**src/rtl/tvout_sync_gen_if.sv**
```systemverilog
// Timing bus of the TV-out sync generator.
//   interlace  : field-alternation request, sampled by the generator at frame wrap
//   cntHS/cntVS: horizontal tick and line counters
//   pixel_ce   : one-cycle pixel-tick enable
//   line_stb/frame_stb : one-cycle wrap strobes
//   field, vbl, de, out_sync : field index, blanking, active window, composite sync (active-low)
// master = the generator, slave = the consumer of the timing.
interface tvout_sync_gen_if #(
  parameter int HW = 9,
  parameter int VW = 9
);
  logic          interlace;
  logic [HW-1:0] cntHS;
  logic [VW-1:0] cntVS;
  logic          pixel_ce;
  logic          line_stb;
  logic          frame_stb;
  logic          field;
  logic          vbl;
  logic          de;
  logic          out_sync;

  modport master (
    input  interlace,
    output cntHS, cntVS, pixel_ce, line_stb, frame_stb, field, vbl, de, out_sync
  );

  modport slave (
    output interlace,
    input  cntHS, cntVS, pixel_ce, line_stb, frame_stb, field, vbl, de, out_sync
  );
endinterface

```
**src/rtl/tvout_sync_gen.sv**
```systemverilog
// Composite-sync / blanking timing generator for a TV-out path.
//   clk_in : sole clock, all registers on its rising edge
//   rst    : asynchronous, active-high reset
//   bus    : tvout_sync_gen_if.master (interlace in; counters, strobes,
//            field, vbl, de and out_sync out)
// A clock divider produces pixel_ce every DIV cycles; all timing state
// advances only on pixel_ce. vbl/de/out_sync are registered from the
// next counter values so they line up exactly with cntHS/cntVS.
module tvout_sync_gen #(
  parameter int DIV         = 3,
  parameter int H_TOTAL     = 512,
  parameter int HSYNC_LEN   = 37,
  parameter int H_ACT_START = 96,
  parameter int H_ACT_END   = 480,
  parameter int V_TOTAL     = 311,
  parameter int V_ACT_START = 5,
  parameter int V_ACT_END   = 309,
  parameter int VS_LINES    = 2,
  parameter int EQ_LEN      = 16,
  parameter int BROAD_GAP   = 16,
  parameter int HW          = 9,
  parameter int VW          = 9
) (
  input logic               clk_in,
  input logic               rst,
  tvout_sync_gen_if.master  bus
);

  localparam logic [4:0]    DIV_LAST   = 5'(DIV - 1);
  localparam logic [HW-1:0] H_LAST     = HW'(H_TOTAL - 1);
  localparam logic [HW-1:0] H2         = HW'(H_TOTAL / 2);
  localparam logic [HW-1:0] BROAD1_END = HW'(H_TOTAL / 2 - BROAD_GAP);
  localparam logic [HW-1:0] BROAD2_END = HW'(H_TOTAL - BROAD_GAP);
  localparam logic [HW-1:0] EQ1_END    = HW'(EQ_LEN);
  localparam logic [HW-1:0] EQ2_END    = HW'(H_TOTAL / 2 + EQ_LEN);
  localparam logic [HW-1:0] HS_END     = HW'(HSYNC_LEN);
  localparam logic [HW-1:0] HA_START   = HW'(H_ACT_START);
  localparam logic [HW-1:0] HA_END     = HW'(H_ACT_END);
  localparam logic [VW-1:0] V_LAST_P   = VW'(V_TOTAL - 1);
  localparam logic [VW-1:0] V_LAST_I   = VW'(V_TOTAL);
  localparam logic [VW-1:0] VA_START   = VW'(V_ACT_START);
  localparam logic [VW-1:0] VA_END     = VW'(V_ACT_END);
  localparam logic [VW-1:0] VS_N       = VW'(VS_LINES);

  typedef enum logic [1:0] {
    LN_ACTIVE,    // normal line sync
    LN_BROAD,     // two broad pulses
    LN_BROAD_EQ,  // broad pulse then equalising pulse
    LN_EQ         // two equalising pulses
  } line_kind_t;

  logic [4:0]    div_cnt;
  logic          pixel_ce;
  logic [HW-1:0] cnt_hs;
  logic [VW-1:0] cnt_vs;
  logic          field_q;
  logic          interlace_q;
  logic          vbl_q;
  logic          de_q;
  logic          sync_q;

  logic [VW-1:0] last_line;
  logic          h_wrap;
  logic          v_wrap;
  logic [HW-1:0] hs_next;
  logic [VW-1:0] vs_next;
  line_kind_t    kind;
  logic          vbl_next;
  logic          de_next;
  logic          sync_low;

  always_ff @(posedge clk_in or posedge rst) begin
    if (rst) begin
      div_cnt  <= '0;
      pixel_ce <= 1'b0;
    end else begin
      div_cnt  <= (div_cnt == DIV_LAST) ? '0 : div_cnt + 1'b1;
      pixel_ce <= (div_cnt == DIV_LAST);
    end
  end

  always_comb begin
    last_line = (interlace_q && field_q) ? V_LAST_I : V_LAST_P;
    h_wrap    = (cnt_hs == H_LAST);
    v_wrap    = h_wrap && (cnt_vs == last_line);
    hs_next   = h_wrap ? '0 : cnt_hs + 1'b1;
    if (v_wrap)      vs_next = '0;
    else if (h_wrap) vs_next = cnt_vs + 1'b1;
    else             vs_next = cnt_vs;
  end

  // Decode from the next counter values; registering the result makes the
  // outputs coincide with the counters they describe.
  always_comb begin
    kind     = LN_ACTIVE;
    sync_low = 1'b0;
    vbl_next = (vs_next < VA_START) || (vs_next >= VA_END);
    de_next  = !vbl_next && (hs_next >= HA_START) && (hs_next < HA_END);
    if (!vbl_next)             kind = LN_ACTIVE;
    else if (vs_next < VS_N)   kind = LN_BROAD;
    else if (vs_next == VS_N)  kind = LN_BROAD_EQ;
    else                       kind = LN_EQ;
    unique case (kind)
      LN_ACTIVE:   sync_low = (hs_next < HS_END);
      LN_BROAD:    sync_low = (hs_next < BROAD1_END) ||
                              ((hs_next >= H2) && (hs_next < BROAD2_END));
      LN_BROAD_EQ: sync_low = (hs_next < BROAD1_END) ||
                              ((hs_next >= H2) && (hs_next < EQ2_END));
      LN_EQ:       sync_low = (hs_next < EQ1_END) ||
                              ((hs_next >= H2) && (hs_next < EQ2_END));
      default:     sync_low = 1'b0;
    endcase
  end

  always_ff @(posedge clk_in or posedge rst) begin
    if (rst) begin
      cnt_hs      <= '0;
      cnt_vs      <= '0;
      field_q     <= 1'b0;
      interlace_q <= 1'b0;
      vbl_q       <= 1'b1;
      de_q        <= 1'b0;
      sync_q      <= 1'b0;
    end else if (pixel_ce) begin
      cnt_hs <= hs_next;
      cnt_vs <= vs_next;
      vbl_q  <= vbl_next;
      de_q   <= de_next;
      sync_q <= ~sync_low;
      if (v_wrap) begin
        interlace_q <= bus.interlace;
        // toggle when interlacing, otherwise pin to field 0
        field_q     <= bus.interlace & ~field_q;
      end
    end
  end

  assign bus.cntHS     = cnt_hs;
  assign bus.cntVS     = cnt_vs;
  assign bus.pixel_ce  = pixel_ce;
  assign bus.line_stb  = pixel_ce & h_wrap;
  assign bus.frame_stb = pixel_ce & v_wrap;
  assign bus.field     = field_q;
  assign bus.vbl       = vbl_q;
  assign bus.de        = de_q;
  assign bus.out_sync  = sync_q;

endmodule

```
**src/flat_wrapper.sv**
```systemverilog
// flat-port wrapper written by rule: the top's interface ports become plain ports
module tvout_sync_gen_flat 
#(
  parameter int DIV         = 3,
  parameter int H_TOTAL     = 512,
  parameter int HSYNC_LEN   = 37,
  parameter int H_ACT_START = 96,
  parameter int H_ACT_END   = 480,
  parameter int V_TOTAL     = 311,
  parameter int V_ACT_START = 5,
  parameter int V_ACT_END   = 309,
  parameter int VS_LINES    = 2,
  parameter int EQ_LEN      = 16,
  parameter int BROAD_GAP   = 16,
  parameter int HW          = 9,
  parameter int VW          = 9
)
  (clk_in, rst, bus_interlace, bus_cntHS, bus_cntVS, bus_pixel_ce, bus_line_stb, bus_frame_stb, bus_field, bus_vbl, bus_de, bus_out_sync);
  tvout_sync_gen_if #(.HW(HW), .VW(VW)) bus_i ();
  input logic clk_in;
  input logic rst;
  input wire logic [$bits(bus_i.interlace)-1:0] bus_interlace;
  output wire logic [$bits(bus_i.cntHS)-1:0] bus_cntHS;
  output wire logic [$bits(bus_i.cntVS)-1:0] bus_cntVS;
  output wire logic [$bits(bus_i.pixel_ce)-1:0] bus_pixel_ce;
  output wire logic [$bits(bus_i.line_stb)-1:0] bus_line_stb;
  output wire logic [$bits(bus_i.frame_stb)-1:0] bus_frame_stb;
  output wire logic [$bits(bus_i.field)-1:0] bus_field;
  output wire logic [$bits(bus_i.vbl)-1:0] bus_vbl;
  output wire logic [$bits(bus_i.de)-1:0] bus_de;
  output wire logic [$bits(bus_i.out_sync)-1:0] bus_out_sync;
  assign bus_i.interlace = bus_interlace;
  assign bus_cntHS = bus_i.cntHS;
  assign bus_cntVS = bus_i.cntVS;
  assign bus_pixel_ce = bus_i.pixel_ce;
  assign bus_line_stb = bus_i.line_stb;
  assign bus_frame_stb = bus_i.frame_stb;
  assign bus_field = bus_i.field;
  assign bus_vbl = bus_i.vbl;
  assign bus_de = bus_i.de;
  assign bus_out_sync = bus_i.out_sync;
  tvout_sync_gen #(.DIV(DIV), .H_TOTAL(H_TOTAL), .HSYNC_LEN(HSYNC_LEN), .H_ACT_START(H_ACT_START), .H_ACT_END(H_ACT_END), .V_TOTAL(V_TOTAL), .V_ACT_START(V_ACT_START), .V_ACT_END(V_ACT_END), .VS_LINES(VS_LINES), .EQ_LEN(EQ_LEN), .BROAD_GAP(BROAD_GAP), .HW(HW), .VW(VW)) u_core (.clk_in(clk_in), .rst(rst), .bus(bus_i));
endmodule
```
**config.mk**
```make
export PLATFORM = sky130hd
export DESIGN_NAME = tvout_sync_gen_flat
export DESIGN_NICKNAME = d
export VERILOG_FILES = /design/src/rtl/tvout_sync_gen_if.sv /design/src/rtl/tvout_sync_gen.sv /design/src/flat_wrapper.sv
export SDC_FILE = /design/constraint.sdc
export NUM_CORES = 1
export LEC_CHECK = 0
export CAP_MARGIN = 20
export CORE_UTILIZATION = 55
export CTS_CLUSTER_DIAMETER = 100
export CTS_CLUSTER_SIZE = 14
export DETAILED_ROUTE_END_ITERATION = 7
export GPL_TIMING_DRIVEN = 0
export PLACE_DENSITY = 0.8
export SLEW_MARGIN = 20
export SYNTH_ARGS = -nofsm -noshare
export SYNTH_HDL_FRONTEND = slang
export SYNTH_SLANG_ARGS = --single-unit
```
**constraint.sdc**
```tcl
create_clock -name clk_in -period 4 [get_ports clk_in]
set_input_delay 0.8 -clock clk_in [delete_from_list [all_inputs] [get_ports clk_in]]
set_output_delay 0.8 -clock clk_in [all_outputs]
set_load 0.005 [all_outputs]
```
==> impl_metrics.json, run 1 <==
{
  "status": "finished clean",
  "clock_skew_ps": 8.49,
  "internal_power_mw": 0.362,
  "crit-reg2reg-capture": "u_core.bus.out_sync",
  "yosysTopAreaCell": "dfrtp_1",
  "via_per_inst": 6.01,
  "overflow": 0,
  "hold_buffers": 0,
  "synth_top_area_share_pct": 35.2,
  "leakagePower_nw": 0.971,
  "regToRegSetupSlack_ps": 880,
  "first_pass_iters": 4,
  "track_usage_pct": 25.7,
  "hold_path_class": "flip-flop to flip-flop",
  "min-delay-start": "u_core.div_cnt[4]",
  "setup_viol": 0,
  "rows": 21,
  "synth_seq_cells": 29,
  "grt_max_degree": 20,
  "async_flop_share_pct": 100,
  "ys_seq_area_share_pct": 36.5,
  "grt_pass1_vias": 1707,
  "grt_pass1_wl_um": 7960,
  "antenna_found_initial": 0,
  "cts_max_level": 2,
  "post_drt_wl_per_cell_um": 15.0,
  "worst-r2r-cell-count": 13,
  "slew_headroom_pct": 49.9,
  "switching_power_mw": 0.115,
  "layout_common_cells": "dfrtp_1, clkdlybuf4s50_1, nand2_1",
  "final_common_cell": "dfrtp_1",
  "cts_buffers": 5,
  "crit_arrival_ps": 2980,
  "worst_slew_pin_slew_ps": 751,
  "ant_nets": 0,
  "syn_nets": 233,
  "gp_congestion": 0.851,
  "die_h_um": 62.2,
  "rsz0062_at_grt": "false",
  "p_sw_share_pct": 24.1,
  "ys_warn_count": 0,
  "holdPathStages": 1,
  "maxSlewViolCount": 0,
  "cts.path.max_buffers": 2,
  "core_mm2": 0.00339,
  "cp-end-kind": "output pin",
  "cp.required_ps": 3200,
  "powerDensity_mw_per_mm2": 200,
  "placedInstanceArea_mm2": 0.00233,
  "n_antenna_cell": 0,
  "root_buffer": "clkbuf_4",
  "vias": 1827,
  "fmax_mhz": 264,
  "dieArea_mm2": 0.00386,
  "seqPwrFrac_pct": 61.4,
  "cts_sinks": 29,
  "syn_area_per_cell_um2": 8.89,
  "syn_area_mm2": 0.00199,
  "hold_end": "u_core.div_cnt[4]",
  "port_buffers": 27,
  "synthCells": 224,
  "period_needed_ps": 3780,
  "ios": 28,
  "synth_edf_count": 0,
  "place_hpwl_um": 3300,
  "ys.flop_type": "dfrtp_1",
  "syn_to_final_growth_pct": 19.8,
  "start_util_pct": 58.7,
  "nets": 266,
  "cp_max_fo": 10,
  "final_hold_viol_count": 0,
  "path_class": "flip-flop to output pin",
  "cts.clk_slew.worst_paths_ps": 100,
  "fp.dieW_um": 62.2,
  "fill_cells": 260,
  "yosys-top-cells-area": "dfrtp_1, mux2_2, ha_1",
  "drtIter0Drc": 165,
  "ys_types": 56,
  "cts_tree": "yes",
  "drive_gt1_share_pct": 15.1,
  "drc": 0,
  "design_area_mm2": 0.00238,
  "p_clk_share_pct": 36.7,
  "drv_cap": 0,
  "max-vdd-ir-drop_v": 0.000213,
  "startpoint_type": "flip-flop",
  "clock_latency_ps": 330,
  "setup_tns_ps": 0,
  "period_share_pct": 94.6,
  "rr_startpoint": "u_core.bus.cntHS[0]",
  "comb_power_share_pct": 1.9,
  "routed_wl_um": 4570
}
## layer usage
metal	vias up	GRT usage, %	part of all wire (%)
met1	879	35.8	46
li1	878	-	-
met3	6	4.60	5.7
met4	0	9.59	1.2
met5	-	0	0
met2	64	40.1	47
## worst max-delay path, cell delays in order (launching register included)
cell	delay, ps
dfrtp_1	520
ha_2	320
nand3_1	90
nor2_1	100
ha_1	190
buf_6	140
and4bb_2	240
o2111a_2	320
and2_1	220
clkdlybuf4s50_1	520
## power by group through the flow
stage	Combinational (mW)	Clock [mW]	Sequential [mW]
6_report	0.00924	0.175	0.293
5_1_grt	0.0107	0.196	0.293
4_1_cts	0.00974	0.180	0.293
3_5_place_dp	0.00973	0	0.299
3_3_place_gp	0.00784	0	0.299
2_1_floorplan	0.00434	0	0.299
## flip-flops by register name (all words and copies together), names as in the netlist
name / flops
u_core.bus.cntVS: 9
u_core.bus.vbl: 1
u_core.bus.out_sync: 1
u_core.bus.cntHS: 9
u_core.bus.pixel_ce: 1
u_core.bus.de: 1
u_core.bus.field: 1
u_core.interlace_q: 1
u_core.div_cnt: 5
## synthesized netlist by cell type (2+ instances only)
| cell type | instances |
|---|---|
| dfrtp_1 | 28 |
| nand2_1 | 20 |
| nor2_1 | 18 |
| nand3_1 | 13 |
| inv_1 | 12 |
| o21ai_0 | 12 |
| mux2_2 | 8 |
| a21oi_1 | 7 |
| buf_2 | 7 |
| clkbuf_1 | 6 |
| ha_1 | 6 |
| a31oi_1 | 5 |
| mux2i_1 | 5 |
| nor2b_1 | 5 |
| o22ai_1 | 5 |
| xnor2_1 | 5 |
| nand4_1 | 4 |
| or3_1 | 4 |
| xor2_1 | 4 |
| nor3_1 | 3 |
| a211oi_1 | 2 |
| and2_1 | 2 |
| and3_1 | 2 |
| and4b_1 | 2 |
| buf_1 | 2 |
| buf_6 | 2 |
| nand2b_1 | 2 |
| o2111a_1 | 2 |
| o31ai_1 | 2 |
| o32ai_1 | 2 |
| or4_1 | 2 |
## worst max-delay path by stage
stage / start / end / cells after the start
floorplan: u_core.bus.cntHS[0] / bus_frame_stb / 9
global placement: u_core.bus.cntHS[0] / bus_frame_stb / 10
detailed placement: u_core.bus.cntHS[0] / bus_frame_stb / 10
CTS: u_core.bus.cntHS[0] / bus_frame_stb / 10
global route: u_core.bus.cntHS[0] / bus_frame_stb / 9
finish: u_core.bus.cntHS[0] / bus_frame_stb / 9
## cells by family after synthesis
kind of cell	after synthesis	share of synthesized area, %
XOR/XNOR	9	3.96
multiplexers	13	7.04
flip-flops	29	36.5
AO/OA/AOI/OAI	52	18.7
AND/OR/NAND/NOR	86	23.3
buffers and inverters	29	6.66
adder cells (fa/ha/maj)	6	3.77
## metrics by stage
stage / setup WS [ps] / total power, mW / utilization, % / std cells / hold WS (ps)
after floorplan: 1160 / 0.303 / - / 224 / 446
after global placement: 315 / 0.307 / 68.4 / 297 / 466
after detailed placement: 321 / 0.308 / 68.8 / 298 / 468
after CTS: 37.6 / 0.482 / 70.4 / 305 / 486
after global routing: 5.34 / 0.500 / 70.4 / 304 / 512
final: 216 / 0.477 / 70.4 / 304 / 485
## final cells by class
type	instances	area, µm²	area share, %
multi-input combinational	166	1130	47.6
clock buffer	5	37.5	1.57
tap	46	57.6	2.41
sequential	29	727	30.5
inverter	12	45.0	1.89
clock inverter	3	17.5	0.735
buffer	15	80.1	3.36
timing repair buffer	28	285	12.0
## what timing repair did
item                                    CTS  global route
cloned                                    0             0
buffers inserted                          0             0
resized for setup                         1             1
endpoints found under the setup margin    2             1
No activity file was read; power rests on OpenSTA's default activity.
==> inputs of run 2 (changes only) <==
- CTS_CLUSTER_DIAMETER: 100 -> 60
==> results of run 2 <==
No change in the layout: final DEF, timing and power equal those of run 1.
==> inputs of run 3 (changes only) <==
- TNS_END_PERCENT: default -> 1
==> run 3 against run 2 <==
Effect of this change:
- clock skew is 0.65 ps lower
- final cell count rose by 0.33%
- critical path type unchanged
- setup slack improved by 8.9 ps
- first-iteration DRC count grew 8.5%
- flip-flop and latch count unchanged
- register-to-register slack improved by 140 ps
- clock-buffer cell count is the same
- utilization grew 0.15 points
- global-route usage about the same
- critical path depth unchanged
- combinational power is essentially flat
- wire length decreased by 0.46%
==> impl_metrics.json, run 3 (synthesis results as in run 1) <==
{
  "period_share_pct": 94.4,
  "start_util_pct": 58.7,
  "post_cts_buffers": 0,
  "period_needed_ps": 3770,
  "overflow": 0,
  "final_common_cell": "dfrtp_1",
  "cp_max_fo": 10,
  "holdPathStages": 1,
  "rows": 21,
  "nets": 267,
  "clock_skew_ps": 7.83,
  "vias": 1828,
  "ios": 28,
  "routed_wl_um": 4550,
  "cts.clk_slew.worst_paths_ps": 100,
  "via_per_inst": 5.99,
  "ant_nets": 0,
  "cts_tree": "yes",
  "drtIter0Drc": 179,
  "drv_cap": 0,
  "first_pass_iters": 4,
  "setup_tns_ps": 0,
  "drive_gt1_share_pct": 15.4,
  "track_usage_pct": 25.8,
  "cts_max_level": 2,
  "final_hold_viol_count": 0,
  "regArea_um2": 727,
  "regToRegSetupSlack_ps": 1020,
  "setup_viol": 0,
  "cts.path.max_buffers": 2,
  "layout_common_cells": "dfrtp_1, clkdlybuf4s50_1, nand2_1",
  "startpoint_type": "flip-flop",
  "dp_cells": 298,
  "die_h_um": 62.2,
  "cp-end-kind": "output pin",
  "max-vdd-ir-drop_v": 0.000213,
  "status": "finished clean",
  "crit-reg2reg-capture": "u_core.bus.out_sync",
  "cts_buffers": 5,
  "postCtsResizedCells": 2,
  "cts_sinks": 29,
  "clock_latency_ps": 330,
  "grt_pass1_vias": 1709,
  "rr_startpoint": "u_core.bus.cntHS[0]",
  "root_buffer": "clkbuf_4",
  "worst-r2r-cell-count": 12,
  "post_drt_wl_per_cell_um": 14.9,
  "power_mw": 0.477,
  "min-delay-start": "u_core.div_cnt[4]",
  "antenna_found_initial": 0,
  "grt_pass1_wl_um": 7970,
  "core_mm2": 0.00339,
  "hold_end": "u_core.div_cnt[4]",
  "path_class": "flip-flop to output pin",
  "fp.dieW_um": 62.2,
  "final_cells": 305,
  "hold_buffers": 0,
  "powerDensity_mw_per_mm2": 200,
  "drc": 0,
  "hold_path_class": "flip-flop to flip-flop",
  "worst_slew_pin_slew_ps": 744,
  "maxSlewViolCount": 0,
  "slew_headroom_pct": 50.4,
  "leakagePower_nw": 0.977,
  "port_buffers": 27,
  "n_antenna_cell": 0,
  "fmax_mhz": 265,
  "syn_to_final_growth_pct": 20.1,
  "dieArea_mm2": 0.00386,
  "crit_arrival_ps": 2970,
  "fill_cells": 259,
  "grt_max_degree": 20,
  "multi_input_area_mm2": 0.00113,
  "gp_congestion": 0.851,
  "cp.required_ps": 3200,
  "rsz0062_at_grt": "false",
  "place_hpwl_um": 3300
}
## run 3: how the worst max path moves through the flow
stage                             start       endpoint
floorplan           u_core.bus.cntHS[0]  bus_frame_stb
global placement    u_core.bus.cntHS[0]  bus_frame_stb
detailed placement  u_core.bus.cntHS[0]  bus_frame_stb
CTS                 u_core.bus.cntHS[0]  bus_frame_stb
global route        u_core.bus.cntHS[0]  bus_frame_stb
finish              u_core.bus.cntHS[0]  bus_frame_stb
## run 3: final cells by class
class / count / share of cell area [%]
timing repair buffer: 28 / 11.9
sequential: 29 / 30.4
clock inverter: 3 / 0.733
clock buffer: 5 / 1.57
multi-input combinational: 166 / 47.5
inverter: 12 / 1.88
buffer: 16 / 3.56
tap: 46 / 2.41
## run 3: metrics by stage
| step | hold slack (ps) | util, % | area, µm² | setup WS [ps] |
|---|---|---|---|---|
| floorplan | 446 | - | 1990 | 1160 |
| finish | 484 | 70.5 | 2390 | 225 |
| global placement | 466 | 68.4 | 2320 | 315 |
| detailed placement | 468 | 68.8 | 2330 | 321 |
| CTS | 486 | 70.5 | 2390 | 37.6 |
| global route | 512 | 70.5 | 2390 | 5.34 |
## run 3: layer usage
metal  track usage (%)  wire length (µm)
met3              4.60               236
met5                 0                 0
met1              35.9              2120
met4              9.59                63
met2              40.1              2130
## run 3: worst max-delay path: stages, from the launching register on
cell	delay, ps
dfrtp_1	510
ha_2	320
nand3_1	90
nor2_1	100
ha_1	190
buf_6	140
and4bb_2	240
o2111a_2	320
and2_1	220
clkdlybuf4s50_1	520
## run 3: power breakdown
part	leakage, nW	internal, mW	switching, mW	total [mW]
Combinational	0.558	0.00311	0.00610	0.00921
Sequential	0.387	0.293	0	0.293
Clock	0.0310	0.0661	0.109	0.175
Total	0.977	0.362	0.115	0.477
